File: src/rtl/lsu_arb_pkg.sv
// Shared types and constants for the two-port LSU arbiter.
package lsu_arb_pkg;

    typedef enum logic [1:0] {
        IDLE   = 2'd0,
        ACCESS = 2'd1,
        RESP   = 2'd2
    } arb_state_t;

    localparam int unsigned PORT_CORE = 0;
    localparam int unsigned PORT_DBG  = 1;

    // Store-type encodings understood by the LSU; carried through untouched.
    localparam logic [2:0] BMASK_BYTE = 3'b001;
    localparam logic [2:0] BMASK_HALF = 3'b010;
    localparam logic [2:0] BMASK_WORD = 3'b100;

endpackage

File: src/rtl/rr_pick2.sv
// Two-way winner selection: round-robin or fixed priority to port 0.
module rr_pick2 (
    input  logic [1:0] req,
    input  logic       last_grant,
    input  logic       fixed_prio,
    output logic [1:0] winner
);
    import lsu_arb_pkg::*;

    always_comb begin
        winner = '0;
        if (req[PORT_CORE] && req[PORT_DBG]) begin
            // On a tie the port that did not win last time goes first.
            if (fixed_prio || last_grant) winner[PORT_CORE] = 1'b1;
            else                          winner[PORT_DBG]  = 1'b1;
        end else begin
            winner = req;
        end
    end

endmodule

File: src/rtl/lsu_arbiter.sv
// Shares one LSU port between the core path (port 0) and debug/boot (port 1).
module lsu_arbiter #(
    parameter int unsigned ADDR_W     = 32,
    parameter int unsigned DATA_W     = 32,
    parameter int unsigned FIXED_PRIO = 0
) (
    input  logic              i_clk,
    input  logic              i_reset,
    input  logic              i_req0,
    input  logic              i_req1,
    input  logic              i_we0,
    input  logic              i_we1,
    input  logic [ADDR_W-1:0] i_addr0,
    input  logic [ADDR_W-1:0] i_addr1,
    input  logic [DATA_W-1:0] i_wdata0,
    input  logic [DATA_W-1:0] i_wdata1,
    input  logic [2:0]        i_bmask0,
    input  logic [2:0]        i_bmask1,
    output logic              o_ack0,
    output logic              o_ack1,
    output logic [DATA_W-1:0] o_rdata0,
    output logic [DATA_W-1:0] o_rdata1,
    output logic [ADDR_W-1:0] o_lsu_addr,
    output logic [DATA_W-1:0] o_lsu_st_data,
    output logic              o_lsu_wren,
    output logic [2:0]        o_lsu_bmask,
    input  logic [DATA_W-1:0] i_lsu_ld_data,
    output logic [1:0]        o_grant,
    output logic              o_busy
);
    import lsu_arb_pkg::*;

    arb_state_t state_q, state_d;
    logic       last_grant;
    logic       is_store;
    logic [1:0] req;
    logic [1:0] winner;
    logic       fixed_prio;

    assign req        = {i_req1, i_req0};
    assign fixed_prio = (FIXED_PRIO != 0);

    rr_pick2 u_pick (
        .req        (req),
        .last_grant (last_grant),
        .fixed_prio (fixed_prio),
        .winner     (winner)
    );

    always_ff @(posedge i_clk or negedge i_reset) begin
        if (!i_reset) state_q <= IDLE;
        else          state_q <= state_d;
    end

    always_comb begin
        state_d = state_q;
        case (state_q)
            IDLE:    if (|req) state_d = ACCESS;
            ACCESS:  state_d = RESP;
            RESP:    state_d = IDLE;
            default: state_d = IDLE;
        endcase
    end

    always_ff @(posedge i_clk or negedge i_reset) begin
        if (!i_reset) begin
            last_grant    <= 1'(PORT_DBG);
            is_store      <= 1'b0;
            o_ack0        <= 1'b0;
            o_ack1        <= 1'b0;
            o_rdata0      <= '0;
            o_rdata1      <= '0;
            o_lsu_addr    <= '0;
            o_lsu_st_data <= '0;
            o_lsu_wren    <= 1'b0;
            o_lsu_bmask   <= '0;
            o_grant       <= '0;
            o_busy        <= 1'b0;
        end else begin
            case (state_q)
                IDLE: begin
                    if (|req) begin
                        if (winner[PORT_CORE]) begin
                            o_lsu_addr    <= i_addr0;
                            o_lsu_st_data <= i_wdata0;
                            o_lsu_bmask   <= i_bmask0;
                            o_lsu_wren    <= i_we0;
                            is_store      <= i_we0;
                        end else begin
                            o_lsu_addr    <= i_addr1;
                            o_lsu_st_data <= i_wdata1;
                            o_lsu_bmask   <= i_bmask1;
                            o_lsu_wren    <= i_we1;
                            is_store      <= i_we1;
                        end
                        o_grant    <= winner;
                        last_grant <= winner[PORT_DBG];
                        o_busy     <= 1'b1;
                    end
                end
                ACCESS: begin
                    o_lsu_wren <= 1'b0;
                    o_ack0     <= o_grant[PORT_CORE];
                    o_ack1     <= o_grant[PORT_DBG];
                    if (!is_store) begin
                        if (o_grant[PORT_CORE]) o_rdata0 <= i_lsu_ld_data;
                        else                    o_rdata1 <= i_lsu_ld_data;
                    end
                end
                RESP: begin
                    o_ack0  <= 1'b0;
                    o_ack1  <= 1'b0;
                    o_grant <= '0;
                    o_busy  <= 1'b0;
                end
                default: begin
                    o_lsu_wren <= 1'b0;
                    o_grant    <= '0;
                    o_busy     <= 1'b0;
                end
            endcase
        end
    end

endmodule

File: config.mk
export PLATFORM = sky130hd
export DESIGN_NAME = lsu_arbiter
export DESIGN_NICKNAME = d
export VERILOG_FILES = /design/src/rtl/lsu_arb_pkg.sv /design/src/rtl/rr_pick2.sv /design/src/rtl/lsu_arbiter.sv
export SDC_FILE = /design/constraint.sdc
export NUM_CORES = 1
export LEC_CHECK = 0
export CAP_MARGIN = 0
export CORE_ASPECT_RATIO = 0.6
export CORE_MARGIN = 2
export CORE_UTILIZATION = 37
export DETAILED_ROUTE_END_ITERATION = 8
export HOLD_SLACK_MARGIN = 0.05
export PLACE_DENSITY = 0.78
export SKIP_CTS_REPAIR_TIMING = 1
export SYNTH_ARGS = -nofsm -noshare
export SYNTH_HDL_FRONTEND = slang
export SYNTH_SLANG_ARGS = --single-unit
File: constraint.sdc
create_clock -name i_clk -period 1.85 [get_ports i_clk]
set_clock_uncertainty 0.2 [all_clocks]
set_input_delay 0.185 -clock i_clk [delete_from_list [all_inputs] [get_ports i_clk]]
set_output_delay 0.185 -clock i_clk [all_outputs]
set_load 0.1 [all_outputs]
==> reports/metrics.cfg <==
[die]
core_um2=16400
die_y_um=105
die_area_um2=18000
initial_core_util_pct=38.2
placementRows=36
die_x_um=172
io-pin-count=309

[yosys]
yosys-top-cells-count=140 x dfrtp_1, 70 x nor2_1, 69 x a31oi_1
yosysWarnings=0
ys.flop_type=dfrtp_1
syn_nets=743
yosysUniqueCellTypes=35
ys_ff_latch=141
synth_most_common_cell=dfrtp_1
synth-edff-count=0
synthCells=568
synth.top_cell.area_share_pct=56.1
syn_area_um2=6240
synth_top_area_cell=dfrtp_1
synthTopCellsByArea=dfrtp_1 56%, mux2_2 12%, a31oi_1 6.9%
ys_seq_area_share_pct=56.6
syn_area_per_cell_um2=11.0
synth-async-reset-ratio_pct=100

[cts]
h-tree-depth=4
clockBufferDepth=2
cts.sinks=141
cts_root_buf=clkbuf_16
cts_buffers=17
clk_pin_slew_ns=0.06
insertion_delay_ns=0.40
cts_tree=built

[timing]
hold_violations=0
rsz0062_at_grt=true
min_period_ns=1.85
worstMarginPinSlew_ns=0.378
finalSetupViolCount=1
setup_slack_ns=-0.00417
fmax_mhz=539
drv_slew=0
relSlewSlack_pct=74.8
post-route-period-util_pct=100

[critical_path]
rr_worst_depth=7
start_kind=flop
cp_slowest_cell=dfrtp_1
r2r_slack_ns=-0.004
crit_path_frequent_cell=inv_2
critPathCapture=o_rdata1[19]
worstPathArrival_ns=1.94
r2r_start=state_q[1]
criticalPathCategory=flop to flop
worstSetupEndpointType=flop
critPathMaxStageDelay_ns=0.39
critPathLaunch=state_q[1]
cp.required_ns=1.94
r2r_end=o_rdata1[19]
worstPathMaxFanout=8
crit_chain=inv_2, ha_4, inv_2, nor3_4, buf_12, clkbuf_16, mux2_2

[final_layout]
drive_gt1_share_pct=31.1
nNetsFinal=1050
fin_area_um2=11800
area_growth_pct=89.5
final_cells=1115
antenna_cells=0

[run]
drv_cap=0

[global_routing]
grt_pass1_vias=5837
grt_max_degree=65
overflow=0
grt_antenna_before_repair=0
track_usage_pct=23.2
grt_pass1_wl_um=32400

[hold_path]
hp-class=input pin to asynchronous set/reset pin

[placed_design]
io_buffers=308
dpl_cell_area_um2=11000
place.gp.congestion=0.799
dp.cells=1076
dp_hpwl_um=15200

[routing]
wire_per_inst_um=19.3
viasPerCell=5.18
via_count=5773
drc=0
drt_iter0_markers=244
drtAntennaViolNets=0
routed_wl_um=21600
firstDrtPassIters=4

[status]
run_status=complete, but fails checks
violations=negative setup slack

-- cell usage in the layout (no fill, tap or decap), types with 5 or more instances in the layout --
master           instances
clkdlybuf4s50_1        169
buf_12                 152
dfrtp_1                139
nor2_1                  70
a31oi_1                 69
nand3_1                 68
o21ai_0                 58
mux2_2                  54
clkbuf_16               19
o21ai_1                 12
buf_4                   12
mux2_4                  11
bufinv_16                5
-- worst max-delay path, delay by kind of cell (launching register included) --
family,cells,cell delay (ns)
flip-flops,1,0.39
AND/OR/NAND/NOR,1,0.21
buffers and inverters,4,0.46
adder cells (fa/ha/maj),1,0.13
multiplexers,1,0.34
-- kinds of logic after synthesis --
kind of cell    share of synthesized area (%)
compound gates                           13.9
simple gates                             10.9
flops                                    56.6
buf+inv                                  6.17
fa+ha+maj                               0.602
mux                                      11.9
-- through the flow --
| step | setup WS [ns] | setup TNS, ns | hold slack, ns | utilization (%) |
|---|---|---|---|---|
| final | -0.00417 | -0.00417 | 0.0727 | 72.3 |
| after global routing | -0.0692 | -1.10 | 0.0846 | 72.3 |
| after CTS | 0.0474 | 0 | -0.529 | 71.3 |
| after detailed placement | 0.0416 | 0 | -0.0863 | 67.2 |
| after global placement | 0.0859 | 0 | -0.0879 | 67.2 |
| after floorplan | 0.0443 | 0 | -0.311 | - |
-- cell type report --
class	instances	area, µm²
clock inverter	14	233
fill	1110	4520
multi-input combinational	367	2390
tap	228	285
clock buffer	17	425
timing repair buffer	341	4940
sequential	141	3530
inverter	7	26.3
-- layer usage --
metal	global-route usage, %	vias to the layer above	share of wire [%]
li1	-	2657	-
met1	28.3	2869	40
met2	40.0	221	50
met3	6.14	26	7.8
met4	7.38	0	1.8
met5	0	-	0
-- worst min path at each step --
stage / to / cells past startpoint
6_report: o_lsu_addr[11] / 2
5_1_grt: o_lsu_addr[11] / 2
2_1_floorplan: is_store / 0
3_5_place_dp: o_lsu_addr[11] / 1
3_3_place_gp: o_lsu_addr[11] / 1
4_1_cts: o_lsu_addr[11] / 1
-- flip-flops by register name, indices dropped and copies added, names as in the netlist, 2 cells and up --
| name | count |
|---|---|
| o_lsu_st_data | 32 |
| o_lsu_addr | 32 |
| o_grant | 2 |
| o_rdata1 | 32 |
| o_lsu_bmask | 3 |
| o_rdata0 | 32 |
| state_q | 2 |
Power is not shown: default switching activity piles up to over one toggle a cycle in this logic, so the estimate is an artifact.
==> RTL change, RTL diff (same flow settings) <==
The 3 states of `arb_state_t` get a one-hot encoding in 3 bits.
--- a/src/rtl/lsu_arb_pkg.sv
+++ b/src/rtl/lsu_arb_pkg.sv
@@ -1,10 +1,10 @@
 // Shared types and constants for the two-port LSU arbiter.
 package lsu_arb_pkg;
 
-    typedef enum logic [1:0] {
-        IDLE   = 2'd0,
-        ACCESS = 2'd1,
-        RESP   = 2'd2
+    typedef enum logic [2:0] {
+        IDLE   = 3'b001,
+        ACCESS = 3'b010,
+        RESP   = 3'b100
     } arb_state_t;
 
     localparam int unsigned PORT_CORE = 0;
Check against the original RTL: no difference found for any inputs over 4 cycles, from zero or initial values and one cycle with i_reset low; so few cycles prove little.
==> RTL change against the unedited design <==
  * Worst setup slack improved by 0.038 ns
  * Highest routed layer unchanged
  * Critical path type unchanged
  * Area after synthesis shrank 3.9%
  * Sequential cell count increased by 1
  * Largest cell class unchanged
  * Non-clock buffer count decreased by 6
  * First-iteration DRC count is 26% lower
  * Routed wire length decreased by 14%
  * Cell area is 3.4% lower
Power is not shown: default switching activity piles up to over one toggle a cycle in this logic, so the estimate is an artifact.
==> RTL change: results (changes against the unedited design) <==
| Metric | Value |
|---|---|
| Outcome | finished, final reports clean (was finished with violations) |
| Root Buffer | clkbuf_16 (unchanged) |
| Clk pin slew, worst setup/hold paths | 0.06 ns (about the same) |
| DR pass1 iterations | 4 (unchanged) |
| Top post-synthesis cells by area | dfrtp_1 (58%), mux2_2 (11%), mux2i_1 (11%) (was dfrtp_1 (56%), mux2_2 (12%), a31oi_1 (6.9%)) |
| Total Wirelength | 18500 um (was 21600 um) |
| Max Cap Viol | 0 (unchanged) |
| Post-synth top cells | dfrtp_1 (140), nand2_1 (73), mux2i_1 (68) (was dfrtp_1 (140), nor2_1 (70), a31oi_1 (69)) |
| CP Data Arrival Time | 1.90 ns (was 1.94 ns) |
| Vias per cell | 4.86 (was 5.18) |
| Syn avg cell area | 12.5 sq um (was 11.0 sq um) |
| Slew headroom | 75.1% (was 74.8%) |
| Clk buf depth | 2 (unchanged) |
| CP max stage delay | 0.48 ns (was 0.39 ns) |
| Filler Cells Inserted | 995 (was 1110) |
| Proportion of layout cells with a drive suffix above 1 | 32.4% (was 31.1%) |
| Pre-CTS WS | -0.232 ns (was 0.0416 ns) |
| Gp weighted congestion | 0.829 (was 0.799) |
| Maximum fanout along the worst path | 16 (was 8) |
| DP Cell Count | 981 (was 1076) |
| YS warnings | 0 (unchanged) |
| Slowest-stage cell, CP | dfrtp_1 (unchanged) |
| Synthesized net count | 650 (was 743) |
| H-tree levels | 4 (unchanged) |
| I/O Buffers | 308 (unchanged) |
| Initial drt markers | 181 (was 244) |
| Initial antenna violation count | 0 (unchanged) |
| Hpwl dp | 14300 um (was 15200 um) |
| FFs w/ async S/R, synth | 100% (unchanged) |
| First-pass GRT wire length | 28300 um (was 32400 um) |
| Largest net degree at the start of global routing | 70 (was 65) |
| TritonCTS Buffers | 17 (unchanged) |
| Sequential area share after synthesis | 59.3% (was 56.6%) |
| Nets | 973 (was 1050) |
| Vias in the first global route | 5298 (was 5837) |
| Hold wc startpoint | i_wdata0[30] |
| Total track usage | 21.1% (was 23.2%) |
| Post-synthesis cell type count | 28 (was 35) |
| Antenna Diode Count | 0 (unchanged) |
| Skew-Pair Late Insertion Delay | 0.39 ns |
| Vias | 4933 (was 5773) |
| Critical Path Source | state_q[2] (was state_q[1]) |
| Worst min path class | in -> reg (was in -> async) |
RTL change: cell types whose count changed after synthesis, moves of 13 or more:
| cell | unedited run | this run |
|---|---|---|
| a31oi_1 | 69 | 1 |
| buf_2 | 21 | 8 |
| mux2i_1 | 1 | 68 |
| nand2_1 | 3 | 73 |
| nand3_1 | 68 | 0 |
| nor2_1 | 70 | 2 |
RTL change: worst paths after layout:
check                                     to  slack [ns]  depth (start not counted)
setup / recovery                 o_rdata1[3]        0.03                          4
hold / removal             o_lsu_st_data[30]        0.21                          3
setup reg to reg                 o_rdata1[3]        0.03                          4
hold reg to reg             o_lsu_st_data[6]        0.34                          2
max in group asynchronous   o_lsu_st_data[4]        0.25                          4
min in group asynchronous     o_lsu_addr[20]        0.55                          3
RTL change: cells by family after synthesis:
kind of cell    count (synthesis)  share of synthesized area (%)
mux                           132                           23.4
buf+inv                        35                           3.74
simple gates                   84                           6.20
flops                         142                           59.3
compound gates                 85                           7.37
RTL change: critical path: cells and delay by family, from the launching register on:
kind,cells,cell delay (ns)
DFF,1,0.48
buffers and inverters,2,0.37
muxes,1,0.35
and+or+nand+nor,1,0.30
RTL change: layer usage:
layer	global-route usage [%]	wire length, um	vias up
met2	39.2	9720	189
met5	0	0	-
met4	6.30	261	0
met3	6.95	1370	18
li1	-	-	2308
met1	23.6	7150	2418
RTL change: final cells by class:
type | instances | area share (%)
Clock buffer | 18 | 3.76
Inverter | 4 | 0.131
Clock inverter | 12 | 1.22
Tap cell | 203 | 2.22
Sequential cell | 142 | 31.1
Multi-Input combinational cell | 301 | 19.7
Timing Repair Buffer | 335 | 41.9
RTL change: metrics by stage:
| stage | instance area [sq um] | TNS, ns |
|---|---|---|
| floorplan | 6000 | 0 |
| global placement | 10800 | -6.37 |
| detailed placement | 10800 | -9.28 |
| CTS | 11400 | 0 |
| global route | 11400 | -0.000430 |
| finish | 11400 | 0 |
